$ cat config.mk
export PLATFORM = sky130hd
export DESIGN_NAME = dac_playback_ctrl_flat
export DESIGN_NICKNAME = d
export VERILOG_FILES = /design/src/rtl/dac_playback_ctrl_if.sv /design/src/rtl/dac_playback_ctrl.sv /design/src/flat_wrapper.sv
export SDC_FILE = /design/constraint.sdc
export NUM_CORES = 1
export LEC_CHECK = 0
export BUFFER_PORTS_ARGS = -buffer_cell sky130_fd_sc_hd__buf_4
export CORE_MARGIN = 3
export CORE_UTILIZATION = 60
export CTS_BUF_LIST = sky130_fd_sc_hd__clkbuf_8
export DETAILED_ROUTE_END_ITERATION = 10
export PLACE_DENSITY = 0.84
export SLEW_MARGIN = 20
export SYNTH_ARGS = -nofsm -noshare
export SYNTH_HDL_FRONTEND = slang
export SYNTH_SLANG_ARGS = --single-unit
$ cat constraint.sdc
create_clock -name clk -period 4.34 [get_ports clk]
set_clock_uncertainty 0.05 [all_clocks]
set_input_delay 1.085 -clock clk [delete_from_list [all_inputs] [get_ports clk]]
set_output_delay 1.085 -clock clk [all_outputs]
set_load 0.02 [all_outputs]
$ cat src/rtl/dac_playback_ctrl_if.sv
// Config/control port and DAC FIFO link of the playback sequencer.
// The master modport is the sequencer side; slave is the surrounding system.
interface dac_playback_ctrl_if #(
    parameter int unsigned DW     = 10,
    parameter int unsigned MEM_AW = 6
);
    logic              cfg_we;
    logic [MEM_AW-1:0] cfg_addr;
    logic [DW-1:0]     cfg_wdata;
    logic [MEM_AW-1:0] start_addr;
    logic [MEM_AW-1:0] end_addr;
    logic [7:0]        loop_count;
    logic              start;
    logic              stop;
    logic              underrun_clr;
    logic              fifo_low;
    logic              fifo_empty;
    logic              dac_wr;
    logic [DW-1:0]     dac_data;
    logic              dac_en;
    logic              busy;
    logic              done;
    logic              underrun;

    modport master (
        input  cfg_we, cfg_addr, cfg_wdata, start_addr, end_addr, loop_count,
               start, stop, underrun_clr, fifo_low, fifo_empty,
        output dac_wr, dac_data, dac_en, busy, done, underrun
    );

    modport slave (
        output cfg_we, cfg_addr, cfg_wdata, start_addr, end_addr, loop_count,
               start, stop, underrun_clr, fifo_low, fifo_empty,
        input  dac_wr, dac_data, dac_en, busy, done, underrun
    );
endinterface

$ cat src/rtl/dac_playback_ctrl.sv
// Streams [start_addr..end_addr] of a small pattern RAM into the DAC sample FIFO
// in bursts, N passes or forever, with sticky underrun detection.
module dac_playback_ctrl #(
    parameter int unsigned DW     = 10,
    parameter int unsigned MEM_AW = 6,
    parameter int unsigned BURST  = 4
) (
    input logic                clk,
    input logic                rst_n,
    dac_playback_ctrl_if.master bus
);
    typedef enum logic [2:0] {IDLE, FILL, WAIT, DRAIN, DONE} state_t;

    localparam int unsigned BW = (BURST > 1) ? $clog2(BURST) : 1;

    state_t            state, state_d;
    logic [DW-1:0]     mem [2**MEM_AW];
    logic [MEM_AW-1:0] ptr, start_r, end_r;
    logic [7:0]        loops_r, loop_ctr;
    logic [BW-1:0]     burst_ctr;
    logic              dac_wr_r;
    logic [DW-1:0]     dac_data_r;
    logic              underrun_r;

    logic accept, do_write, set_ur, at_end, last_pass, burst_full;

    always_ff @(posedge clk or negedge rst_n) begin
        if (!rst_n) state <= IDLE;
        else        state <= state_d;
    end

    always_comb begin
        state_d    = state;
        accept     = 1'b0;
        do_write   = 1'b0;
        set_ur     = 1'b0;
        at_end     = (ptr == end_r);
        last_pass  = (loops_r != '0) && ((loop_ctr + 8'd1) == loops_r);
        burst_full = (burst_ctr == BW'(BURST - 1));
        unique case (state)
            IDLE: begin
                if (bus.start && (bus.start_addr <= bus.end_addr)) begin
                    accept  = 1'b1;
                    state_d = FILL;
                end
            end
            FILL: begin
                if (bus.stop) begin
                    state_d = DRAIN;
                end else begin
                    do_write = 1'b1;
                    if (at_end && last_pass) state_d = DRAIN;
                    else if (burst_full)     state_d = WAIT;
                end
            end
            WAIT: begin
                set_ur = bus.fifo_empty;
                if (bus.stop)          state_d = DRAIN;
                else if (bus.fifo_low) state_d = FILL;
            end
            DRAIN: begin
                if (bus.fifo_empty) state_d = DONE;
            end
            DONE: state_d = IDLE;
            default: state_d = IDLE;
        endcase
    end

    // Pattern RAM is not reset; a read on the same edge as a write sees the old word.
    always_ff @(posedge clk) begin
        if (bus.cfg_we) mem[bus.cfg_addr] <= bus.cfg_wdata;
    end

    always_ff @(posedge clk or negedge rst_n) begin
        if (!rst_n) begin
            ptr        <= '0;
            start_r    <= '0;
            end_r      <= '0;
            loops_r    <= '0;
            loop_ctr   <= '0;
            burst_ctr  <= '0;
            dac_wr_r   <= 1'b0;
            dac_data_r <= '0;
            underrun_r <= 1'b0;
        end else begin
            dac_wr_r <= do_write;
            if (accept) begin
                start_r   <= bus.start_addr;
                end_r     <= bus.end_addr;
                loops_r   <= bus.loop_count;
                ptr       <= bus.start_addr;
                loop_ctr  <= '0;
                burst_ctr <= '0;
            end
            if (do_write) begin
                dac_data_r <= mem[ptr];
                // Counter wraps at the burst boundary, so WAIT->FILL always starts from zero.
                burst_ctr  <= burst_full ? '0 : burst_ctr + BW'(1);
                if (at_end) begin
                    ptr      <= start_r;
                    loop_ctr <= loop_ctr + 8'd1;
                end else begin
                    ptr <= ptr + MEM_AW'(1);
                end
            end
            if (set_ur)                         underrun_r <= 1'b1;
            else if (accept || bus.underrun_clr) underrun_r <= 1'b0;
        end
    end

    assign bus.dac_wr   = dac_wr_r;
    assign bus.dac_data = dac_data_r;
    assign bus.dac_en   = (state != IDLE);
    assign bus.busy     = (state != IDLE);
    assign bus.done     = (state == DONE);
    assign bus.underrun = underrun_r;
endmodule
$ cat src/flat_wrapper.sv
// flat-port wrapper written by rule: the top's interface ports become plain ports
module dac_playback_ctrl_flat 
#(
    parameter int unsigned DW     = 10,
    parameter int unsigned MEM_AW = 6,
    parameter int unsigned BURST  = 4
)
  (clk, rst_n, bus_cfg_we, bus_cfg_addr, bus_cfg_wdata, bus_start_addr, bus_end_addr, bus_loop_count, bus_start, bus_stop, bus_underrun_clr, bus_fifo_low, bus_fifo_empty, bus_dac_wr, bus_dac_data, bus_dac_en, bus_busy, bus_done, bus_underrun);
  dac_playback_ctrl_if #(.DW(DW), .MEM_AW(MEM_AW)) bus_i ();
  input logic clk;
  input logic rst_n;
  input wire logic [$bits(bus_i.cfg_we)-1:0] bus_cfg_we;
  input wire logic [$bits(bus_i.cfg_addr)-1:0] bus_cfg_addr;
  input wire logic [$bits(bus_i.cfg_wdata)-1:0] bus_cfg_wdata;
  input wire logic [$bits(bus_i.start_addr)-1:0] bus_start_addr;
  input wire logic [$bits(bus_i.end_addr)-1:0] bus_end_addr;
  input wire logic [$bits(bus_i.loop_count)-1:0] bus_loop_count;
  input wire logic [$bits(bus_i.start)-1:0] bus_start;
  input wire logic [$bits(bus_i.stop)-1:0] bus_stop;
  input wire logic [$bits(bus_i.underrun_clr)-1:0] bus_underrun_clr;
  input wire logic [$bits(bus_i.fifo_low)-1:0] bus_fifo_low;
  input wire logic [$bits(bus_i.fifo_empty)-1:0] bus_fifo_empty;
  output wire logic [$bits(bus_i.dac_wr)-1:0] bus_dac_wr;
  output wire logic [$bits(bus_i.dac_data)-1:0] bus_dac_data;
  output wire logic [$bits(bus_i.dac_en)-1:0] bus_dac_en;
  output wire logic [$bits(bus_i.busy)-1:0] bus_busy;
  output wire logic [$bits(bus_i.done)-1:0] bus_done;
  output wire logic [$bits(bus_i.underrun)-1:0] bus_underrun;
  assign bus_i.cfg_we = bus_cfg_we;
  assign bus_i.cfg_addr = bus_cfg_addr;
  assign bus_i.cfg_wdata = bus_cfg_wdata;
  assign bus_i.start_addr = bus_start_addr;
  assign bus_i.end_addr = bus_end_addr;
  assign bus_i.loop_count = bus_loop_count;
  assign bus_i.start = bus_start;
  assign bus_i.stop = bus_stop;
  assign bus_i.underrun_clr = bus_underrun_clr;
  assign bus_i.fifo_low = bus_fifo_low;
  assign bus_i.fifo_empty = bus_fifo_empty;
  assign bus_dac_wr = bus_i.dac_wr;
  assign bus_dac_data = bus_i.dac_data;
  assign bus_dac_en = bus_i.dac_en;
  assign bus_busy = bus_i.busy;
  assign bus_done = bus_i.done;
  assign bus_underrun = bus_i.underrun;
  dac_playback_ctrl #(.DW(DW), .MEM_AW(MEM_AW), .BURST(BURST)) u_core (.clk(clk), .rst_n(rst_n), .bus(bus_i));
endmodule
==> results of run 1 <==
[layout make-up]
| class | count | area [um2] | share of cell area |
|---|---|---|---|
| clock inverters | 76 | 407.9 | 0.01334 |
| flip-flops and latches | 691 | 20500 | 0.6705 |
| multi-input cells | 623 | 6450 | 0.2109 |
| repair buffers | 116 | 920.9 | 0.03011 |
| clock buffers | 109 | 1500 | 0.04906 |
| inverters | 15 | 56.30 | 0.001841 |
| well taps | 592 | 740.7 | 0.02422 |
[cells in the final DEF (no fill, tap or decap), drive strengths merged, types with 15 or more instances in the layout]
| cell | synthesis | final |
|---|---|---|
| edfxtp | 640 | 640 |
| o22ai | 44 | 44 |
| nand3 | 15 | 15 |
| a21oi | 15 | 15 |
| inv | 15 | 50 |
| buf | 51 | 116 |
| o21ai | 37 | 37 |
| clkbuf | 29 | 109 |
| nor2 | 104 | 104 |
| nand2 | 76 | 76 |
| dfrtp | 51 | 51 |
| mux4 | 171 | 171 |
| clkinv | 0 | 34 |
[worst max path at each step]
| stage | endpoint | slack, ns | depth (start not counted) |
|---|---|---|---|
| 5_1_grt | u_core.state[0]$_DFFE_PN0P_ | 1.00 | 6 |
| 2_1_floorplan | u_core.ptr[4]$_DFFE_PN0P_ | 1.38 | 9 |
| 3_5_place_dp | u_core.loop_ctr[3]$_DFF_PN0_ | 0.93 | 9 |
| 4_1_cts | u_core.state[0]$_DFFE_PN0P_ | 1.14 | 6 |
| 3_3_place_gp | u_core.loop_ctr[3]$_DFF_PN0_ | 1.01 | 9 |
| 6_report | u_core.state[0]$_DFFE_PN0P_ | 1.16 | 6 |
[kinds of logic (layout without fill, tap and decap cells)]
kind of cell,count (synthesis),count (layout),share of synthesized area
flops,691,691,0.7471
simple gates,263,263,0.04470
mux,185,185,0.1459
compound gates,148,148,0.03457
buf+inv,95,316,0.01783
xor+xnor,18,18,0.005747
fa+ha+maj,9,9,0.004105
[critical path, stage by stage, from the launching register on]
cell and delay [ns]:
dfrtp_4 0.80, xor2_1 0.16, nor4_2 0.46, nand2_1 0.39
nor4_1 0.70, nand4_1 0.16, a311oi_1 0.33
[power by group through the flow]
stage | clock network (mW) | logic [mW] | registers, mW
2_1_floorplan | 0 | 3.56 | 7.83
3_3_place_gp | 0 | 4.76 | 7.99
3_5_place_dp | 0 | 4.87 | 8.00
4_1_cts | 4.94 | 4.90 | 7.87
5_1_grt | 5.24 | 5.18 | 7.91
6_report | 4.89 | 4.92 | 7.89
[per-stage QoR]
| step | instance area (um2) | worst slack (ns) | instances | hold slack [ns] | util |
|---|---|---|---|---|---|
| floorplan | 27430 | 1.377 | 1409 | 0.3904 | - |
| global placement | 28670 | 1.013 | 2037 | 0.4034 | 0.6413 |
| detailed placement | 28670 | 0.9263 | 2037 | 0.4113 | 0.6413 |
| CTS | 30580 | 1.140 | 2222 | 0.3767 | 0.6840 |
| global route | 30580 | 1.003 | 2222 | 0.4393 | 0.6841 |
| finish | 30580 | 1.158 | 2222 | 0.3825 | 0.6841 |
[routing by layer]
| layer | up-vias | GRT usage |
|---|---|---|
| met5 | - | 0 |
| met4 | 0 | 0.1009 |
| met3 | 154 | 0.05681 |
| met2 | 1004 | 0.4077 |
| met1 | 7372 | 0.3612 |
| li1 | 6028 | - |
[registers in the layout, summed over array words and instances (netlist names), 3 cells and up]
signal,flops
u_core.mem,640
u_core.loop_ctr,8
u_core.start_r,6
u_core.ptr,6
u_core.loops_r,8
u_core.state,3
u_core.end_r,6
u_core.bus.dac_data,10
==> impl_metrics.py, run 1 <==
metrics = {
    "outcome": {
        "status": "finished, final reports clean",
    },
    "power": {
        "swShare": 0.3083,
        "power.switching_mw": 5.456,
        "peakVddDrop_uv": 386.9,
        "leakagePower_nw": 10.24,
        "power.internal_mw": 12.24,
        "p_per_area_nw_per_um2": 578.7,
        "pwr-share-seq": 0.446,
        "pwr-share-clk": 0.276,
        "p_total_mw": 17.70,
        "p_comb_frac": 0.278,
    },
    "drt": {
        "wl_met2_um": 29670,
        "wl_met3_um": 6597,
        "vias": 14560,
        "routed_wl_um": 61040,
        "drtAntennaViolNets": 0,
        "first_iter_violations": 1983,
        "wire_per_inst_um": 27.47,
        "first_pass_iters": 6,
        "drc_errors": 0,
        "routed.top_layer": "met4",
        "wl_met1_um": 22720,
        "viasPerCell": 6.552,
    },
    "clocking": {
        "postCtsSetupRepairBufs": 0,
        "h-tree-depth": 3,
        "holdBufCountCts": 0,
        "cts.sinks": 691,
        "clk_path_buf_depth": 3,
        "cts_made_buffers": 102,
        "clk_pin_slew_ns": 0.06,
        "postCtsResizedCells": 0,
        "cts-root-buf": "clkbuf_8",
        "worstSkewPairLatency_ns": 0.68,
        "cts_tree": "yes",
    },
    "setup_path": {
        "r2r_setup_slack_ns": 1.16,
        "worstSetupEndpointType": "register",
        "startpoint": "u_core.ptr[1]$_DFFE_PN0P_",
        "r2r-start": "u_core.ptr[1]$_DFFE_PN0P_",
        "r2r-end": "u_core.state[0]$_DFFE_PN0P_",
        "ff2ff_path_depth": 6,
        "required_ns": 4.86,
        "crit_fanout": 37,
        "cp.arrival_ns": 3.70,
        "path_class": "reg -> reg",
        "startpoint_type": "register",
    },
    "run": {
        "maxCapViolCount": 0,
    },
    "placement": {
        "hpwl_um": 36760,
        "port_buffers": 58,
        "place_congestion": 0.8732,
    },
    "worst_hold_path": {
        "min_path_type": "in -> async",
    },
    "logic_synthesis": {
        "async_reset_ff_frac": 0.07381,
        "synth_edf_count": 640,
        "synthesis.nets": 1462,
        "yosysTopAreaCell": "edfxtp_1",
        "seq_area_frac_synth": 0.7471,
        "synth_warnings": 0,
        "yosys_register_bits": 691,
        "avgSynthCellArea_um2": 19.47,
        "syn-cell-area_um2": 27430,
        "synth.most_common_cell": "edfxtp_1",
        "yosysTopAreaCellShare": 0.7006,
        "ys_top_cells_by_count": "640 x edfxtp_1, 171 x mux4_2, 103 x nor2_1",
        "synthCells": 1409,
        "ys.flop_type": "edfxtp_1",
        "yosysUniqueCellTypes": 57,
        "yosys-top-cells-area": "edfxtp_1 70%, mux4_2 14%, dfrtp_1 4.7%, nor2_1 1.4%, nand2_1 1.0%",
    },
    "die": {
        "core_region_area_um2": 44700,
        "initial_utilization": 0.6136,
        "die_x_um": 219.8,
        "die_h_um": 219.8,
        "rows": 77,
        "ioPinCount": 59,
        "fp.dieArea_um2": 48320,
    },
    "cells_and_area": {
        "drive_gt1_frac": 0.2724,
        "n_antenna_cell": 0,
        "nFillCells": 2622,
        "syn_to_final_growth_pct": 11.48,
        "nets": 1602,
    },
    "sta": {
        "setup_tns_ns": 0,
        "period_minus_slack_ns": 3.182,
        "rsz0062_at_grt": "no",
        "period_share": 0.7332,
        "relSlewSlack": 0.2735,
        "fmax_mhz": 314.3,
        "setup_viol": 0,
        "tightestPinTransition_ns": 1.086,
        "slew_violations": 0,
        "hold_violations": 0,
    },
    "global_routing": {
        "grt_pass1_vias": 14630,
        "antenna_found_initial": 0,
        "overflow": 0,
        "grt_max_degree": 90,
        "grt_pass1_wl_um": 91490,
        "grt_use_total": 0.2585,
    },
}
(Power assumes the default switching activity.)
==> run 2: changes to the inputs <==
clock period = 2.95 ns   (was 4.34 ns; I/O delays follow)
==> run 2 against run 1 <==
Net effect: critical endpoint is now u_core.bus.dac_data[5]$_DFFE_PN0P_; largest power group unchanged; global-route usage increased by 0.85 points; non-clock buffer count increased by 58; sequential cell count unchanged; cell count increased by 2.5%; fmax increased by 12%; register-to-register slack got worse by 1.0 ns; largest cell class unchanged; worst setup slack got worse by 1.0 ns.
==> impl_metrics.py, run 2 (synthesis gave the netlist of run 1 again) <==
metrics = {
    "setup_path": {
        "required_ns": 3.50,
        "critPathBufInv": 2,
        "path_class": "reg -> reg",
        "max_stage_delay_ns": 0.84,
        "critical_path.cell_chain": "buf_4 > mux4_2 > nor2b_1 > a211oi_1 > a2111oi_0 > buf_4 > a311oi_1 > a21oi_1",
        "cpLargestDelayFamily": "compound AO/OA/AOI/OAI gates",
        "cp.arrival_ns": 3.38,
        "cpMaxStageDelayCell": "a2111oi_0",
        "startpoint": "u_core.ptr[1]$_DFFE_PN0P_",
        "startpoint_type": "register",
        "r2r-start": "u_core.ptr[1]$_DFFE_PN0P_",
        "worstSetupEndpointType": "register",
        "crit_fanout": 14,
        "cpMostUsedCell": "buf_4",
    },
    "clocking": {
        "cts.sinks": 691,
        "holdBufCountCts": 0,
        "cts-root-buf": "clkbuf_8",
        "worstSkewPairLatency_ns": 0.69,
        "cts_tree": "yes",
        "clk_path_buf_depth": 3,
        "cts_made_buffers": 105,
        "postCtsResizedCells": 0,
        "h-tree-depth": 3,
        "postCtsSetupRepairBufs": 0,
        "clk_pin_slew_ns": 0.06,
    },
    "global_routing": {
        "antenna_found_initial": 0,
        "grt_max_degree": 65,
        "grt_pass1_wl_um": 93870,
        "grt_use_total": 0.2670,
        "overflow": 0,
        "grt_pass1_vias": 15260,
    },
    "sta": {
        "period_minus_slack_ns": 2.830,
        "period_share": 0.9594,
        "slew_violations": 0,
        "rsz0062_at_grt": "no",
        "fin_ws_ns": 0.1197,
        "fmax_mhz": 353.3,
        "setup_tns_ns": 0,
        "tightestPinTransition_ns": 0.9291,
        "hold_slack_ns": 0.02789,
        "relSlewSlack": 0.3646,
        "setup_viol": 0,
        "hold_violations": 0,
    },
    "die": {
        "die_x_um": 219.8,
        "core_region_area_um2": 44700,
        "die_h_um": 219.8,
        "rows": 77,
        "ioPinCount": 59,
        "initial_utilization": 0.6136,
        "fp.dieArea_um2": 48320,
    },
    "cells_and_area": {
        "nets": 1663,
        "drive_gt1_frac": 0.2936,
        "final_util": 0.6959,
        "layout_commonest_cell": "edfxtp_1",
        "largest_register": "u_core.mem",
        "nFillCells": 2574,
        "regArea_um2": 20500,
        "multi_input_area_um2": 6447,
        "syn_to_final_growth_pct": 13.40,
        "layout_common_cells": "640 x edfxtp_1, 171 x mux4_2, 164 x buf_4, 113 x clkbuf_8, 103 x nor2_1",
        "n_antenna_cell": 0,
        "largest_register_ffs": 640,
    },
    "drt": {
        "drtAntennaViolNets": 0,
        "wire_per_inst_um": 27.34,
        "vias": 14880,
        "drc_errors": 0,
        "first_pass_iters": 6,
        "viasPerCell": 6.534,
        "first_iter_violations": 2130,
        "routed_wl_um": 62290,
    },
    "power": {
        "p_comb_frac": 0.292,
        "power.internal_mw": 18.45,
        "peakVddDrop_uv": 493.5,
        "p_total_mw": 26.56,
        "pwr-share-clk": 0.272,
        "p_per_area_nw_per_um2": 853.7,
        "leakagePower_nw": 10.58,
        "pwr-share-seq": 0.435,
        "power.switching_mw": 8.105,
        "swShare": 0.3052,
    },
    "outcome": {
        "status": "finished, final reports clean",
    },
    "placement": {
        "post-place-ws_ns": 0.1308,
        "port_buffers": 58,
        "hpwl_um": 39150,
        "place_congestion": 0.8690,
    },
    "run": {
        "maxCapViolCount": 0,
    },
    "worst_hold_path": {
        "min_path_type": "in -> async",
    },
}
## run 2: changes by cell type in the layout (fill, tap and decap cells not counted), sizes merged
cell,before,now
buf,116,174
clkbuf,109,113
clkinv,34,23
clkinvlp,4,2
inv,50,57
## run 2: final cells by class
| cell class | instances | share of cell area |
|---|---|---|
| Sequential cell | 691 | 0.6591 |
| Multi-Input combinational cell | 623 | 0.2073 |
| Clock buffer | 113 | 0.05000 |
| Timing Repair Buffer | 174 | 0.04601 |
| Tap cell | 592 | 0.02381 |
| Clock inverter | 70 | 0.01199 |
| Inverter | 15 | 0.001810 |
## run 2: path summary, 6_finish.rpt
check / slack (ns) / end / cells after the start
setup / recovery: 0.12 / u_core.bus.dac_data[5]$_DFFE_PN0P_ / 8
hold / removal: 0.03 / u_core.ptr[3]$_DFFE_PN0P_ / 1
setup reg to reg: 0.12 / u_core.bus.dac_data[5]$_DFFE_PN0P_ / 8
hold reg to reg: 0.44 / u_core.start_r[2]$_DFFE_PN0P_ / 2
max in group asynchronous: 2.33 / u_core.ptr[0]$_DFFE_PN0P_ / 1
min in group clk: 0.20 / u_core.loops_r[2]$_DFFE_PN0P_ / 3
## run 2: metrics by stage
step           cells  area, um2
6_report        2278      31110
5_1_grt         2278      31110
2_1_floorplan   1409      27430
3_5_place_dp    2095      29180
4_1_cts         2278      31110
3_3_place_gp    2095      29180
## run 2: power groups by stage
stage / registers, mW / clock network, mW / logic [mW]
detailed placement: 11.7 / 0 / 7.72
finish: 11.6 / 7.23 / 7.77
floorplan: 11.5 / 0 / 5.23
global route: 11.6 / 7.83 / 8.18
CTS: 11.5 / 7.35 / 7.75
global placement: 11.7 / 0 / 7.52
## run 2: worst reg2reg max path: cells and delay by family (launching register included)
kind            cells  cell delay (ns)
compound gates      4             1.13
simple gates        1             0.15
flops               1             0.61
buf+inv             2             0.56
mux                 1             0.25
## run 2: layer usage
metal	vias to the layer above	share of wire	GRT usage
li1	6141	-	-
met1	7564	0.36	0.3672
met2	1031	0.49	0.4243
met3	148	0.11	0.06274
met4	0	0.035	0.1037
met5	-	0	0
